[src/rtl/glay_cu_control_responder_if.sv]
`default_nettype none
// ============================================================================
// Module   : glay_cu_control_responder_if
// Purpose  : Descriptor, PE handshake and status bundle for the cluster
//            control responder.
// Revision : 1.0
// ============================================================================
interface glay_cu_control_responder_if #(
  parameter int NUM_GRAPH_PE     = 4,
  parameter int DESCRIPTOR_WIDTH = 512
);
  logic                        descriptor_in_valid;
  logic [DESCRIPTOR_WIDTH-1:0] descriptor_in_payload;
  logic [NUM_GRAPH_PE-1:0]     pe_setup_done_in;
  logic [NUM_GRAPH_PE-1:0]     pe_done_in;
  logic                        cu_setup_out;
  logic                        cu_done_out;
  logic [NUM_GRAPH_PE-1:0]     pe_start_out;
  logic                        descriptor_out_valid;
  logic [DESCRIPTOR_WIDTH-1:0] descriptor_out_payload;
  logic [31:0]                 busy_cycles_out;

  modport master (
    output descriptor_in_valid, descriptor_in_payload, pe_setup_done_in, pe_done_in,
    input  cu_setup_out, cu_done_out, pe_start_out, descriptor_out_valid,
           descriptor_out_payload, busy_cycles_out
  );

  modport slave (
    input  descriptor_in_valid, descriptor_in_payload, pe_setup_done_in, pe_done_in,
    output cu_setup_out, cu_done_out, pe_start_out, descriptor_out_valid,
           descriptor_out_payload, busy_cycles_out
  );
endinterface
`default_nettype wire

[src/rtl/glay_cu_control_responder.sv]
`default_nettype none
// ============================================================================
// Module   : glay_cu_control_responder
// Purpose  : Cluster end of the kernel control chain: setup gating, descriptor
//            latch, PE start fan-out, done aggregation and busy profiling.
// Revision : 1.0
// ============================================================================
module glay_cu_control_responder #(
  parameter int NUM_GRAPH_PE     = 4,
  parameter int DESCRIPTOR_WIDTH = 512,
  parameter int SETUP_CYCLES     = 16
) (
  input logic                        ap_clk,
  input logic                        areset,
  glay_cu_control_responder_if.slave cu_if
);
  localparam logic [2:0] c_ST_RESET = 3'd0;
  localparam logic [2:0] c_ST_SETUP = 3'd1;
  localparam logic [2:0] c_ST_IDLE  = 3'd2;
  localparam logic [2:0] c_ST_LATCH = 3'd3;
  localparam logic [2:0] c_ST_START = 3'd4;
  localparam logic [2:0] c_ST_BUSY  = 3'd5;
  localparam logic [2:0] c_ST_DONE  = 3'd6;

  localparam int                     c_SETUP_CNT_W = $clog2(SETUP_CYCLES + 1);
  localparam logic [c_SETUP_CNT_W-1:0] c_SETUP_MAX = c_SETUP_CNT_W'(SETUP_CYCLES);

  logic [2:0]                  r_state;
  logic [2:0]                  w_state_next;
  logic [c_SETUP_CNT_W-1:0]    r_setup_cnt;
  logic [c_SETUP_CNT_W-1:0]    w_setup_cnt_next;
  logic [NUM_GRAPH_PE-1:0]     r_done_mask;
  logic [NUM_GRAPH_PE-1:0]     w_mask_upd;
  logic [31:0]                 r_busy_cnt;
  logic [31:0]                 w_busy_inc;
  logic                        r_cu_setup;
  logic                        r_cu_done;
  logic [NUM_GRAPH_PE-1:0]     r_pe_start;
  logic                        r_desc_valid;
  logic [DESCRIPTOR_WIDTH-1:0] r_desc_payload;
  logic [31:0]                 r_busy_cycles;

  assign w_setup_cnt_next = (r_setup_cnt == c_SETUP_MAX) ? r_setup_cnt
                                                         : r_setup_cnt + c_SETUP_CNT_W'(1);
  assign w_busy_inc       = (r_busy_cnt == 32'hFFFF_FFFF) ? r_busy_cnt : r_busy_cnt + 32'd1;
  assign w_mask_upd       = r_done_mask | cu_if.pe_done_in;

  // Losing descriptor valid mid-run takes priority over completing the run.
  always_comb begin
    w_state_next = r_state;
    case (r_state)
      c_ST_RESET: w_state_next = c_ST_SETUP;
      c_ST_SETUP: if (w_setup_cnt_next == c_SETUP_MAX && (&cu_if.pe_setup_done_in))
                    w_state_next = c_ST_IDLE;
      c_ST_IDLE:  if (cu_if.descriptor_in_valid) w_state_next = c_ST_LATCH;
      c_ST_LATCH: w_state_next = cu_if.descriptor_in_valid ? c_ST_START : c_ST_IDLE;
      c_ST_START: w_state_next = cu_if.descriptor_in_valid ? c_ST_BUSY : c_ST_IDLE;
      c_ST_BUSY: begin
        if (!cu_if.descriptor_in_valid) w_state_next = c_ST_IDLE;
        else if (&w_mask_upd)           w_state_next = c_ST_DONE;
      end
      c_ST_DONE:  if (!cu_if.descriptor_in_valid) w_state_next = c_ST_IDLE;
      default:    w_state_next = c_ST_RESET;
    endcase
  end

  always_ff @(posedge ap_clk or posedge areset) begin
    if (areset) begin
      r_state        <= c_ST_RESET;
      r_setup_cnt    <= '0;
      r_done_mask    <= '0;
      r_busy_cnt     <= '0;
      r_cu_setup     <= 1'b1;
      r_cu_done      <= 1'b0;
      r_pe_start     <= '0;
      r_desc_valid   <= 1'b0;
      r_desc_payload <= '0;
      r_busy_cycles  <= '0;
    end else begin
      r_state <= w_state_next;

      if (r_state == c_ST_SETUP) r_setup_cnt <= w_setup_cnt_next;

      if (r_state == c_ST_IDLE && cu_if.descriptor_in_valid) begin
        r_done_mask    <= '0;
        r_desc_payload <= cu_if.descriptor_in_payload;
      end else if (r_state == c_ST_START || r_state == c_ST_BUSY) begin
        r_done_mask <= cu_if.descriptor_in_valid ? w_mask_upd : '0;
      end

      if (r_state == c_ST_START)     r_busy_cnt <= '0;
      else if (r_state == c_ST_BUSY) r_busy_cnt <= w_busy_inc;

      if (r_state == c_ST_BUSY && w_state_next == c_ST_DONE) r_busy_cycles <= w_busy_inc;

      // Outputs follow the state being entered, not the one being left.
      r_cu_setup   <= (w_state_next == c_ST_RESET) || (w_state_next == c_ST_SETUP);
      r_cu_done    <= (w_state_next == c_ST_DONE);
      r_pe_start   <= (w_state_next == c_ST_START) ? {NUM_GRAPH_PE{1'b1}} : '0;
      r_desc_valid <= (w_state_next == c_ST_LATCH) || (w_state_next == c_ST_START) ||
                      (w_state_next == c_ST_BUSY);
    end
  end

  assign cu_if.cu_setup_out           = r_cu_setup;
  assign cu_if.cu_done_out            = r_cu_done;
  assign cu_if.pe_start_out           = r_pe_start;
  assign cu_if.descriptor_out_valid   = r_desc_valid;
  assign cu_if.descriptor_out_payload = r_desc_payload;
  assign cu_if.busy_cycles_out        = r_busy_cycles;
endmodule
`default_nettype wire

[src/flat_wrapper.sv]
// flat-port wrapper written by rule: the top's interface ports become plain ports
module glay_cu_control_responder_flat 
#(
  parameter int NUM_GRAPH_PE     = 4,
  parameter int DESCRIPTOR_WIDTH = 512,
  parameter int SETUP_CYCLES     = 16
)
  (ap_clk, areset, cu_if_descriptor_in_valid, cu_if_descriptor_in_payload, cu_if_pe_setup_done_in, cu_if_pe_done_in, cu_if_cu_setup_out, cu_if_cu_done_out, cu_if_pe_start_out, cu_if_descriptor_out_valid, cu_if_descriptor_out_payload, cu_if_busy_cycles_out);
  glay_cu_control_responder_if #(.NUM_GRAPH_PE(NUM_GRAPH_PE), .DESCRIPTOR_WIDTH(DESCRIPTOR_WIDTH)) cu_if_i ();
  input logic ap_clk;
  input logic areset;
  input wire logic [$bits(cu_if_i.descriptor_in_valid)-1:0] cu_if_descriptor_in_valid;
  input wire logic [$bits(cu_if_i.descriptor_in_payload)-1:0] cu_if_descriptor_in_payload;
  input wire logic [$bits(cu_if_i.pe_setup_done_in)-1:0] cu_if_pe_setup_done_in;
  input wire logic [$bits(cu_if_i.pe_done_in)-1:0] cu_if_pe_done_in;
  output wire logic [$bits(cu_if_i.cu_setup_out)-1:0] cu_if_cu_setup_out;
  output wire logic [$bits(cu_if_i.cu_done_out)-1:0] cu_if_cu_done_out;
  output wire logic [$bits(cu_if_i.pe_start_out)-1:0] cu_if_pe_start_out;
  output wire logic [$bits(cu_if_i.descriptor_out_valid)-1:0] cu_if_descriptor_out_valid;
  output wire logic [$bits(cu_if_i.descriptor_out_payload)-1:0] cu_if_descriptor_out_payload;
  output wire logic [$bits(cu_if_i.busy_cycles_out)-1:0] cu_if_busy_cycles_out;
  assign cu_if_i.descriptor_in_valid = cu_if_descriptor_in_valid;
  assign cu_if_i.descriptor_in_payload = cu_if_descriptor_in_payload;
  assign cu_if_i.pe_setup_done_in = cu_if_pe_setup_done_in;
  assign cu_if_i.pe_done_in = cu_if_pe_done_in;
  assign cu_if_cu_setup_out = cu_if_i.cu_setup_out;
  assign cu_if_cu_done_out = cu_if_i.cu_done_out;
  assign cu_if_pe_start_out = cu_if_i.pe_start_out;
  assign cu_if_descriptor_out_valid = cu_if_i.descriptor_out_valid;
  assign cu_if_descriptor_out_payload = cu_if_i.descriptor_out_payload;
  assign cu_if_busy_cycles_out = cu_if_i.busy_cycles_out;
  glay_cu_control_responder #(.NUM_GRAPH_PE(NUM_GRAPH_PE), .DESCRIPTOR_WIDTH(DESCRIPTOR_WIDTH), .SETUP_CYCLES(SETUP_CYCLES)) u_core (.ap_clk(ap_clk), .areset(areset), .cu_if(cu_if_i));
endmodule
[config.mk]
export PLATFORM = sky130hd
export DESIGN_NAME = glay_cu_control_responder_flat
export DESIGN_NICKNAME = d
export VERILOG_FILES = /design/src/rtl/glay_cu_control_responder_if.sv /design/src/rtl/glay_cu_control_responder.sv /design/src/flat_wrapper.sv
export SDC_FILE = /design/constraint.sdc
export NUM_CORES = 1
export LEC_CHECK = 0
export ABC_AREA = 0
export ABC_CLOCK_PERIOD_IN_PS = 30700
export CORE_AREA = 2 2 416 418
export CTS_CLUSTER_DIAMETER = 50
export DETAILED_ROUTE_END_ITERATION = 12
export DIE_AREA = 0 0 418 420
export SETUP_SLACK_MARGIN = 0.02
export SYNTH_ARGS = -nofsm -noshare
export SYNTH_HDL_FRONTEND = slang
export SYNTH_SLANG_ARGS = --single-unit
[constraint.sdc]
create_clock -name ap_clk -period 30.7 [get_ports ap_clk]
set_clock_uncertainty 0.2 [all_clocks]
set_input_delay 7.675 -clock ap_clk [delete_from_list [all_inputs] [get_ports ap_clk]]
set_output_delay 7.675 -clock ap_clk [all_outputs]
set_load 0.02 [all_outputs]
== Word-level counts from Yosys, hierarchy flattened ==
Index checks and enable logic that the tools add are counted.
Operators by class
  multiplexer cells: 16
  reduce and logical (&&, ||, !) cells: 13
  add/subtract/negate cells: 2
  bitwise logic cells: 1
  equality and inequality tests: 14
Operator list (count)
  32-bit two-way mux: 3
  32-bit by 1-bit adder with 32-bit output, second input constant: 1
  32-bit == test, second input constant: 1
  3-bit two-way mux: 7
  3-bit case mux with 7 select lines: 1
  3-bit == test, second input constant: 6
  4-bit two-way mux: 4
  5-bit == test, second input constant: 2
  3-bit by 2-bit == test with 1-bit output, second input constant: 3
  4-bit AND reduction: 2
  3-bit by 1-bit == test with 1-bit output, second input constant: 2
  3-bit zero test: 2
  5-bit by 1-bit adder with 5-bit output, second input constant: 1
  5-bit two-way mux: 1
  1-bit logical OR: 4
  4-bit OR: 1
  2-bit nonzero test: 2
  1-bit logical AND: 3
Storage, ports and cells
  register bits: 595
  bits of input ports: 523
  logic and storage cells: 56

== Logic depth before layout (Yosys ltp) ==
Gate-level depths: netlist of run 1.
  depth in word-level cells: 9
  depth in mapped cells: 8

== Least setup slack after synthesis of run 1 ==
No wires, ideal clock.
  kind: input port to flip-flop
  start: input cu_if_descriptor_in_valid
  end: register u_core.r_desc_payload[196], in the netlist u_core.cu_if.descriptor_out_payload[196]
  path buffers: 4
  slack: 21.042 ns
  required time: 30.375 ns
  arrival: 9.333 ns
  stages: 6
  path through: clkbuf_1 > nor3b_1 > clkbuf_1 > clkbuf_1 > clkbuf_1 > mux2_2
On the way
  word-level cells in the longest chain between the ends: 1
RTL lines
  start: declaration: RTL line flat_wrapper.sv:12  | input wire logic [$bits(cu_if_i.descriptor_in_valid)-1:0] cu_if_descriptor_in_valid;
  1-bit logical AND: RTL line glay_cu_control_responder.sv:84  | if (r_state == c_ST_IDLE && cu_if.descriptor_in_valid) begin
  end signal: assignment: RTL line glay_cu_control_responder.sv:86  | r_desc_payload <= cu_if.descriptor_in_payload;
  end: declaration: RTL line glay_cu_control_responder.sv:40  | logic [DESCRIPTOR_WIDTH-1:0] r_desc_payload;
Every way passes these cells.
A chain may end at the register's enable or synchronous reset.

== Worst setup path in the final report of run 1 ==
  start: input cu_if_descriptor_in_valid
  end: register u_core.r_desc_payload[73], in the netlist u_core.cu_if.descriptor_out_payload[73]
Same word-level chain as after synthesis.

==> flow_summary.json, run 1 <==
{
  "finalHoldViolations": 0,
  "power_frac_seq": 0.314,
  "fp.dieH_um": 420,
  "die_w_um": 418,
  "p_sw_uw": 1700,
  "synthCells": 1585,
  "cts_resized": 0,
  "drt_iter0_markers": 991,
  "viasPerCell": 3.57,
  "synth-seq-cells": 592,
  "ys_types": 50,
  "cts_setup_buffers": 0,
  "finalCritPeriodShare": 0.388,
  "core_area_sq_mm": 0.171,
  "numCtsBuffers": 88,
  "start_util": 0.136,
  "async_flop_share": 1.00,
  "power_frac_comb": 0.441,
  "hold_ws_ps": 302,
  "crit_type": "input port to flip-flop",
  "final_util": 0.233,
  "gr-total-overflow": 0,
  "rr_startpoint": "u_core.r_state[2]",
  "critPathArrivalTime_ps": 12320,
  "finalSetupViolCount": 0,
  "num_rows": 152,
  "synth.cell_area_sq_mm": 0.0233,
  "final_cells": 5002,
  "gp_congestion": 0.857,
  "h-tree-depth": 3,
  "drtPass1Iterations": 5,
  "synth-edff-count": 0,
  "synth_area_per_cell_sq_um": 14.7,
  "port-buffer-count": 1073,
  "status": "finished clean",
  "multi_input_area_sq_mm": 0.00803,
  "fillers": 17900,
  "max_slew.worst_pin.slew_ps": 1070,
  "fmax_mhz": 83.9,
  "clk_latency_ps": 700,
  "root_buffer": "clkbuf_16",
  "fin_crit_ps": 11920,
  "cts_buffer_depth": 3,
  "grt_first_pass_wirelength_um": 158000,
  "syn_nets": 2111,
  "routed_wl_um": 120000,
  "layout_commonest_cell": "clkdlybuf4s50_1",
  "dp_cells": 4814,
  "grt_pass1_vias": 18300,
  "swShare": 0.383,
  "crit_required_ps": 31090,
  "die_area_sq_mm": 0.176,
  "regArea_sq_mm": 0.0148,
  "num_vias": 17900,
  "crit_start": "cu_if_descriptor_in_valid",
  "cts.clk_slew.worst_paths_ps": 50,
  "internal_power_uw": 2730,
  "worstHoldStart": "u_core.cu_if.descriptor_out_payload[437]",
  "drive_above_1_share": 0.257,
  "drv_slew": 0,
  "drc": 0,
  "leakage_uw": 0.0158,
  "tns_ps": 0,
  "clockPowerShare": 0.245,
  "final_cell_mix": "1073 x clkdlybuf4s50_1, 591 x dfrtp_1, 517 x mux2_2",
  "nets": 3197,
  "antenna_found_initial": 53,
  "drtAntennaViolNets": 0,
  "wl_per_cell_um": 24.0,
  "cts_hold_buf": 0,
  "hpwl_um": 97500,
  "vdd_ir_drop_max_mv": 0.0554,
  "cts_tree": "yes",
  "syn_to_final_growth_pct": 71.0,
  "ys_seq_area_frac": 0.636,
  "min_path_type": "flip-flop to flip-flop",
  "r2r_slack_ps": 25560,
  "cts_sinks": 592,
  "ys_warn_count": 0,
  "slew_headroom": 0.290,
  "rsz0062_at_grt": "no",
  "max_cap_viol_count": 0,
  "pin_count": 1074,
  "endpoint_kind": "flip-flop",
  "path_max_fanout": 77,
  "grt_max_degree": 99,
  "power_density_mw_per_mm2": 111,
  "start_kind": "input port",
  "grt.total_usage": 0.131,
  "synth_flop_cell": "dfrtp_1"
}
==> cell usage after synthesis (2+ instances only) <==
cell / number / area share
and4_1: 3 / 0.0011
o311a_1: 2 / 0.00086
clkbuf_1: 82 / 0.013
nand3_1: 21 / 0.0045
clkbuf_2: 2 / 0.00043
nand2_1: 50 / 0.0081
or3_1: 16 / 0.0043
buf_1: 2 / 0.00032
o211ai_1: 11 / 0.0035
buf_4: 5 / 0.0016
o21ai_0: 25 / 0.0054
a211oi_1: 8 / 0.0026
xnor2_1: 19 / 0.0071
and3_1: 7 / 0.0019
o311ai_1: 3 / 0.0011
and3b_1: 2 / 0.00075
nor3_1: 10 / 0.0021
o311ai_0: 7 / 0.0026
a31oi_1: 16 / 0.0043
inv_1: 11 / 0.0018
nand2b_1: 2 / 0.00054
o31ai_1: 7 / 0.0023
o21ai_1: 4 / 0.00086
mux2i_1: 18 / 0.0077
mux2_2: 517 / 0.25
dfrtp_1: 591 / 0.64
o22ai_1: 4 / 0.0011
nor3b_1: 2 / 0.00064
buf_2: 11 / 0.0024
xor2_1: 4 / 0.0015
a2111oi_2: 2 / 0.0013
nor2_1: 57 / 0.0092
a21oi_1: 26 / 0.0056
nand4_1: 12 / 0.0032
ha_1: 3 / 0.0016
or4_1: 8 / 0.0026
a22o_1: 2 / 0.00075
==> final cells by class <==
cell class / count / share of cell area
flip-flops and latches: 592 / 0.372
repair buffers: 1098 / 0.274
multi-input cells: 880 / 0.202
well taps: 2233 / 0.0701
clock buffers: 103 / 0.0582
clock inverters: 62 / 0.0210
diodes: 23 / 0.00145
inverters: 11 / 0.00123
==> power groups by stage <==
stage,Combinational (uW),Clock [uW],Sequential [uW]
2_1_floorplan,431,0,1760
3_3_place_gp,1960,0,1390
3_5_place_dp,1970,0,1390
4_1_cts,1980,1130,1390
5_1_grt,2060,1160,1430
6_report,1950,1090,1390
==> kinds of logic (layout without fill, tap and decap cells) <==
kind of cell               Yosys count  in the layout  synth area share
AOI/OAI and AO/OA                  123            123            0.0345
xor gates and xnor gates            23             23           0.00865
adders and majority gates            3              3           0.00161
buffers and inverters              113           1274            0.0197
DFF                                592            592             0.636
muxes                              535            535             0.258
other                                0             23                 0
and+or+nand+nor                    196            196            0.0416
==> final timing paths <==
path                                                            end  cells after the start
max                         u_core.cu_if.descriptor_out_payload[73]                      7
min                        u_core.cu_if.descriptor_out_payload[437]                      1
max reg2reg                 u_core.cu_if.descriptor_out_payload[73]                      8
min reg2reg                u_core.cu_if.descriptor_out_payload[437]                      1
max in group asynchronous  u_core.cu_if.descriptor_out_payload[216]                      5
min in group asynchronous  u_core.cu_if.descriptor_out_payload[395]                      2
==> flip-flops by register name (all words and copies together), names as in the netlist <==
signal,cells
u_core.cu_if.busy_cycles_out,32
u_core.cu_if.cu_done_out,1
u_core.r_busy_cnt,32
u_core.r_setup_cnt,5
u_core.r_state,3
u_core.cu_if.cu_setup_out,1
u_core.r_done_mask,4
u_core.cu_if.descriptor_out_valid,1
u_core.cu_if.pe_start_out,1
u_core.cu_if.descriptor_out_payload,512
==> worst max-delay path, cell delays in order <==
cell and delay [ps]:
clkdlybuf4s50_1 660, nor3b_2 220, buf_4 640, buf_4 780, buf_4 800, buf_4 930
mux2_2 410
==> through the flow <==
stage          area, sq um  total power [uW]  setup slack [ps]
3_5_place_dp         36600              3360             18030
5_1_grt              39800              4650             18580
3_3_place_gp         36600              3350             18080
2_1_floorplan        23300              2190              6260
6_report             39800              4430             18780
4_1_cts              39800              4500             18870
==> per-layer routing <==
| layer | part of all wire | track usage |
|---|---|---|
| met1 | 0.38 | 0.152 |
| met2 | 0.46 | 0.194 |
| met3 | 0.13 | 0.0795 |
| met4 | 0.027 | 0.0550 |
| met5 | 0.00032 | 0 |
(Power assumes the default switching activity.)
==> run 2: changes to the inputs <==
--- a/config.mk
+++ b/config.mk
@@ -6,7 +6,7 @@
 export NUM_CORES = 1
 export LEC_CHECK = 0
 export ABC_AREA = 0
-export ABC_CLOCK_PERIOD_IN_PS = 30700
+export ABC_CLOCK_PERIOD_IN_PS = 11800
 export CORE_AREA = 2 2 416 418
 export CTS_CLUSTER_DIAMETER = 50
 export DETAILED_ROUTE_END_ITERATION = 12
==> constraint.sdc (replaced) <==
create_clock -name ap_clk -period 11.8 [get_ports ap_clk]
set_clock_uncertainty 0.2 [all_clocks]
set_input_delay 2.95 -clock ap_clk [delete_from_list [all_inputs] [get_ports ap_clk]]
set_output_delay 2.95 -clock ap_clk [all_outputs]
set_load 0.02 [all_outputs]
==> flow_summary.json, run 2 (synthesis results as in run 1) <==
{
  "vdd_ir_drop_max_mv": 0.141,
  "critPathArrivalTime_ps": 6290,
  "syn_to_final_growth_pct": 72.0,
  "crit_type": "input port to flip-flop",
  "start_util": 0.136,
  "max_slew.worst_pin.slew_ps": 1150,
  "crit_family": "buffers and inverters",
  "final_cells": 4999,
  "cts_buffer_depth": 3,
  "drtPass1Iterations": 4,
  "fp.dieH_um": 420,
  "core_area_sq_mm": 0.171,
  "num_rows": 152,
  "fin_crit_ps": 5880,
  "rsz0062_at_grt": "no",
  "hpwl_um": 102000,
  "wl_per_cell_um": 25.0,
  "die_w_um": 418,
  "drc": 0,
  "die_area_sq_mm": 0.176,
  "cts_resized": 0,
  "endpoint_kind": "flip-flop",
  "drtAntennaViolNets": 0,
  "numCtsBuffers": 93,
  "start_kind": "input port",
  "drt_iter0_markers": 897,
  "antenna_found_initial": 74,
  "grt.total_usage": 0.136,
  "root_buffer": "clkbuf_16",
  "placed_area_sq_mm": 0.0366,
  "final_util": 0.234,
  "path_buf_inv": 4,
  "gp_congestion": 0.857,
  "cts_hold_buf": 0,
  "num_vias": 17800,
  "finalHoldViolations": 0,
  "fillers": 18000,
  "cts_sinks": 592,
  "crit_required_ps": 12200,
  "largest_reg_flops": 512,
  "fmax_mhz": 170,
  "finalSetupViolCount": 0,
  "drive_above_1_share": 0.258,
  "cts_tree": "yes",
  "grt_pass1_vias": 18000,
  "dpl_worst_slack_ps": 5180,
  "leakage_uw": 0.0159,
  "path_cells": "clkdlybuf4s50_1 -> nor3b_2 -> buf_4 -> buf_4 -> buf_4 -> mux2_2",
  "slew_headroom": 0.234,
  "crit_path_top_delay_cell": "buf_4",
  "h-tree-depth": 3,
  "drv_slew": 0,
  "pin_count": 1074,
  "tns_ps": 0,
  "status": "finished clean",
  "clk_latency_ps": 710,
  "port-buffer-count": 1073,
  "power_density_mw_per_mm2": 291,
  "finalCritPeriodShare": 0.498,
  "nets": 3198,
  "final_cell_mix": "1073 x clkdlybuf4s50_1, 591 x dfrtp_1, 517 x mux2_2",
  "gr-total-overflow": 0,
  "max_cap_viol_count": 0,
  "min_path_type": "flip-flop to flip-flop",
  "crit_path_max_incr_delay_ps": 960,
  "cts.clk_slew.worst_paths_ps": 50,
  "crit_top_cell": "buf_4",
  "grt_first_pass_wirelength_um": 162000,
  "setup_slack_ps": 5920,
  "stdcell_area_sq_mm": 0.0400,
  "routed_wl_um": 125000,
  "cts_setup_buffers": 0,
  "layout_commonest_cell": "clkdlybuf4s50_1",
  "dp_cells": 4810,
  "path_max_fanout": 82,
  "viasPerCell": 3.56,
  "grt_max_degree": 163
}
==> run 2: path summary, 6_finish.rpt <==
| check | start | slack, ps | to | depth (start not counted) |
|---|---|---|---|---|
| setup / recovery | cu_if_descriptor_in_valid | 5920 | u_core.cu_if.descriptor_out_payload[378] | 6 |
| hold / removal | u_core.cu_if.descriptor_out_payload[495] | 300 | u_core.cu_if.descriptor_out_payload[495] | 1 |
| setup reg to reg | u_core.r_state[2] | 7990 | u_core.cu_if.descriptor_out_payload[378] | 7 |
| hold reg to reg | u_core.cu_if.descriptor_out_payload[495] | 300 | u_core.cu_if.descriptor_out_payload[495] | 1 |
| max in group asynchronous | areset | 7100 | u_core.cu_if.descriptor_out_payload[27] | 4 |
| min in group asynchronous | areset | 2540 | u_core.cu_if.descriptor_out_payload[414] | 3 |
==> run 2: layout make-up <==
class,instances,area [sq um],share of cell area
diodes,18,45.0,0.00112
clock buffers,116,2550,0.0638
clock inverters,55,803,0.0201
inverters,11,45.0,0.00112
multi-input cells,880,8030,0.201
flip-flops and latches,592,14800,0.370
well taps,2233,2790,0.0698
repair buffers,1094,11000,0.274
==> run 2: routing by layer <==
| layer | part of all wire | vias to the layer above | GRT usage |
|---|---|---|---|
| li1 | - | 7894 | - |
| met4 | 0.046 | 12 | 0.0745 |
| met3 | 0.14 | 220 | 0.0891 |
| met5 | 0.00060 | - | 0 |
| met1 | 0.36 | 8988 | 0.148 |
| met2 | 0.45 | 683 | 0.200 |
==> run 2: worst reg2reg max path, stage by stage, from the launching register on <==
cell and delay, ps:
dfrtp_1 500, inv_1 200, nand2_1 130, nor3b_2 210
buf_4 230, buf_4 670, buf_4 1030, mux2_2 540
==> run 2: report_power, final <==
part | internal [uW] | switching (uW)
logic | 2430 | 2670
registers | 2970 | 628
clock network | 1850 | 1120
total | 7250 | 4420
==> run 2: through the flow <==
| step | total power (uW) | hold slack (ps) |
|---|---|---|
| floorplan | 5700 | 293 |
| finish | 11700 | 301 |
| global route | 12200 | 313 |
| CTS | 11900 | 306 |
| global placement | 8730 | 288 |
| detailed placement | 8780 | 294 |
==> run 3: changes to the inputs <==
--- a/config.mk
+++ b/config.mk
@@ -6,11 +6,11 @@
 export NUM_CORES = 1
 export LEC_CHECK = 0
 export ABC_AREA = 0
-export ABC_CLOCK_PERIOD_IN_PS = 11800
-export CORE_AREA = 2 2 416 418
+export ABC_CLOCK_PERIOD_IN_PS = 5000
+export CORE_AREA = 2 2 413 415
 export CTS_CLUSTER_DIAMETER = 50
 export DETAILED_ROUTE_END_ITERATION = 12
-export DIE_AREA = 0 0 418 420
+export DIE_AREA = 0 0 415 417
 export SETUP_SLACK_MARGIN = 0.02
 export SYNTH_ARGS = -nofsm -noshare
 export SYNTH_HDL_FRONTEND = slang
==> constraint.sdc (replaced) <==
create_clock -name ap_clk -period 5 [get_ports ap_clk]
set_clock_uncertainty 0.2 [all_clocks]
set_input_delay 1.25 -clock ap_clk [delete_from_list [all_inputs] [get_ports ap_clk]]
set_output_delay 1.25 -clock ap_clk [all_outputs]
set_load 0.02 [all_outputs]
==> flow_summary.json, run 3 (synthesis results as in run 1) <==
{
  "cts_hold_buf": 0,
  "wl_per_cell_um": 24.1,
  "tns_ps": 0,
  "max_slew.worst_pin.slew_ps": 749,
  "grt.total_usage": 0.134,
  "fillers": 17800,
  "drive_above_1_share": 0.260,
  "start_util": 0.138,
  "port-buffer-count": 1073,
  "syn_to_final_growth_pct": 72.1,
  "fp.dieH_um": 417,
  "num_vias": 17700,
  "gr-total-overflow": 0,
  "clk_latency_ps": 670,
  "placed_area_sq_mm": 0.0368,
  "largest_reg_flops": 512,
  "drt_iter0_markers": 771,
  "pin_count": 1074,
  "final_cell_mix": "1073 x clkdlybuf4s50_1, 591 x dfrtp_1, 517 x mux2_2",
  "finalSetupViolCount": 0,
  "cts_tree": "yes",
  "crit_path_top_delay_cell": "clkdlybuf4s50_1",
  "endpoint_kind": "output pin",
  "slew_headroom": 0.499,
  "num_rows": 151,
  "crit_required_ps": 3550,
  "power_density_mw_per_mm2": 686,
  "min_path_type": "flip-flop to flip-flop",
  "hpwl_um": 98400,
  "antenna_found_initial": 36,
  "grt_max_degree": 107,
  "drv_slew": 0,
  "total_power_uw": 27500,
  "numCtsBuffers": 88,
  "crit_family": "buffers and inverters",
  "crit_type": "flip-flop to output pin",
  "leakage_uw": 0.0159,
  "status": "finished clean",
  "path_buf_inv": 1,
  "cts_sinks": 592,
  "stdcell_area_sq_mm": 0.0401,
  "cts_buffer_depth": 3,
  "max_cap_viol_count": 0,
  "die_w_um": 415,
  "multi_input_area_sq_mm": 0.00803,
  "nets": 3206,
  "path_max_fanout": 2,
  "finalHoldViolations": 0,
  "fin_crit_ps": 3420,
  "finalCritPeriodShare": 0.684,
  "viasPerCell": 3.55,
  "drtAntennaViolNets": 0,
  "root_buffer": "clkbuf_16",
  "critPathArrivalTime_ps": 1970,
  "path_cells": "clkdlybuf4s50_1",
  "grt_first_pass_wirelength_um": 160000,
  "grt_pass1_vias": 18800,
  "start_kind": "flip-flop",
  "crit_path_max_incr_delay_ps": 920,
  "die_area_sq_mm": 0.173,
  "drtPass1Iterations": 5,
  "cts_setup_buffers": 0,
  "cts.clk_slew.worst_paths_ps": 60,
  "drc": 0,
  "fmax_mhz": 292,
  "core_area_sq_mm": 0.169,
  "regArea_sq_mm": 0.0148,
  "vdd_ir_drop_max_mv": 0.324,
  "final_cells": 4991,
  "final_util": 0.238,
  "h-tree-depth": 3,
  "rsz0062_at_grt": "no",
  "gp_congestion": 0.842,
  "cts_resized": 0,
  "dp_cells": 4808,
  "routed_wl_um": 120000,
  "layout_commonest_cell": "clkdlybuf4s50_1"
}
==> run 3: cell types whose count changed in the layout (fill, tap and decap cells not counted), moves of 3 or more <==
cell / delta
clkinv_2: -3
buf_12: +7
buf_4: +6
clkbuf_8: +4
clkbuf_16: -5
clkinv_4: -4
==> run 3: metrics by stage <==
| step | worst slack, ps | hold slack (ps) |
|---|---|---|
| 2_1_floorplan | -4520 | 293 |
| 3_3_place_gp | 1160 | 290 |
| 3_5_place_dp | 1120 | 294 |
| 4_1_cts | 1440 | 306 |
| 5_1_grt | 1450 | 314 |
| 6_report | 1580 | 301 |
==> run 3: report_power, final <==
group	internal [uW]	total (uW)	switching (uW)
Sequential	7010	8480	1470
Clock	4200	6770	2580
Combinational	5750	12200	6490
==> run 3: worst paths after layout <==
check | start | end | slack, ps | cells after the start
hold reg to reg | u_core.cu_if.descriptor_out_payload[25] | u_core.cu_if.descriptor_out_payload[25] | 300 | 1
setup / recovery | u_core.cu_if.descriptor_out_payload[169] | cu_if_descriptor_out_payload[169] | 1580 | 1
min in group asynchronous | areset | u_core.cu_if.descriptor_out_payload[42] | 1130 | 3
hold / removal | u_core.cu_if.descriptor_out_payload[25] | u_core.cu_if.descriptor_out_payload[25] | 300 | 1
max in group asynchronous | areset | u_core.cu_if.descriptor_out_payload[404] | 2720 | 4
setup reg to reg | u_core.r_busy_cnt[9] | u_core.cu_if.busy_cycles_out[11] | 2040 | 6
==> run 3: layout make-up <==
class | count | share of cell area
Inverter | 11 | 0.00112
Timing Repair Buffer | 1107 | 0.278
Multi-Input combinational cell | 880 | 0.200
Clock inverter | 51 | 0.0184
Antenna cell | 17 | 0.00106
Clock buffer | 115 | 0.0620
Tap cell | 2218 | 0.0692
Sequential cell | 592 | 0.370
==> run 3: metal layers <==
layer | up-vias | GRT usage | part of all wire
li1 | 7916 | - | -
met1 | 9045 | 0.135 | 0.34
met2 | 605 | 0.212 | 0.47
met3 | 132 | 0.103 | 0.16
met4 | 2 | 0.0448 | 0.023
met5 | - | 0 | 0.00011
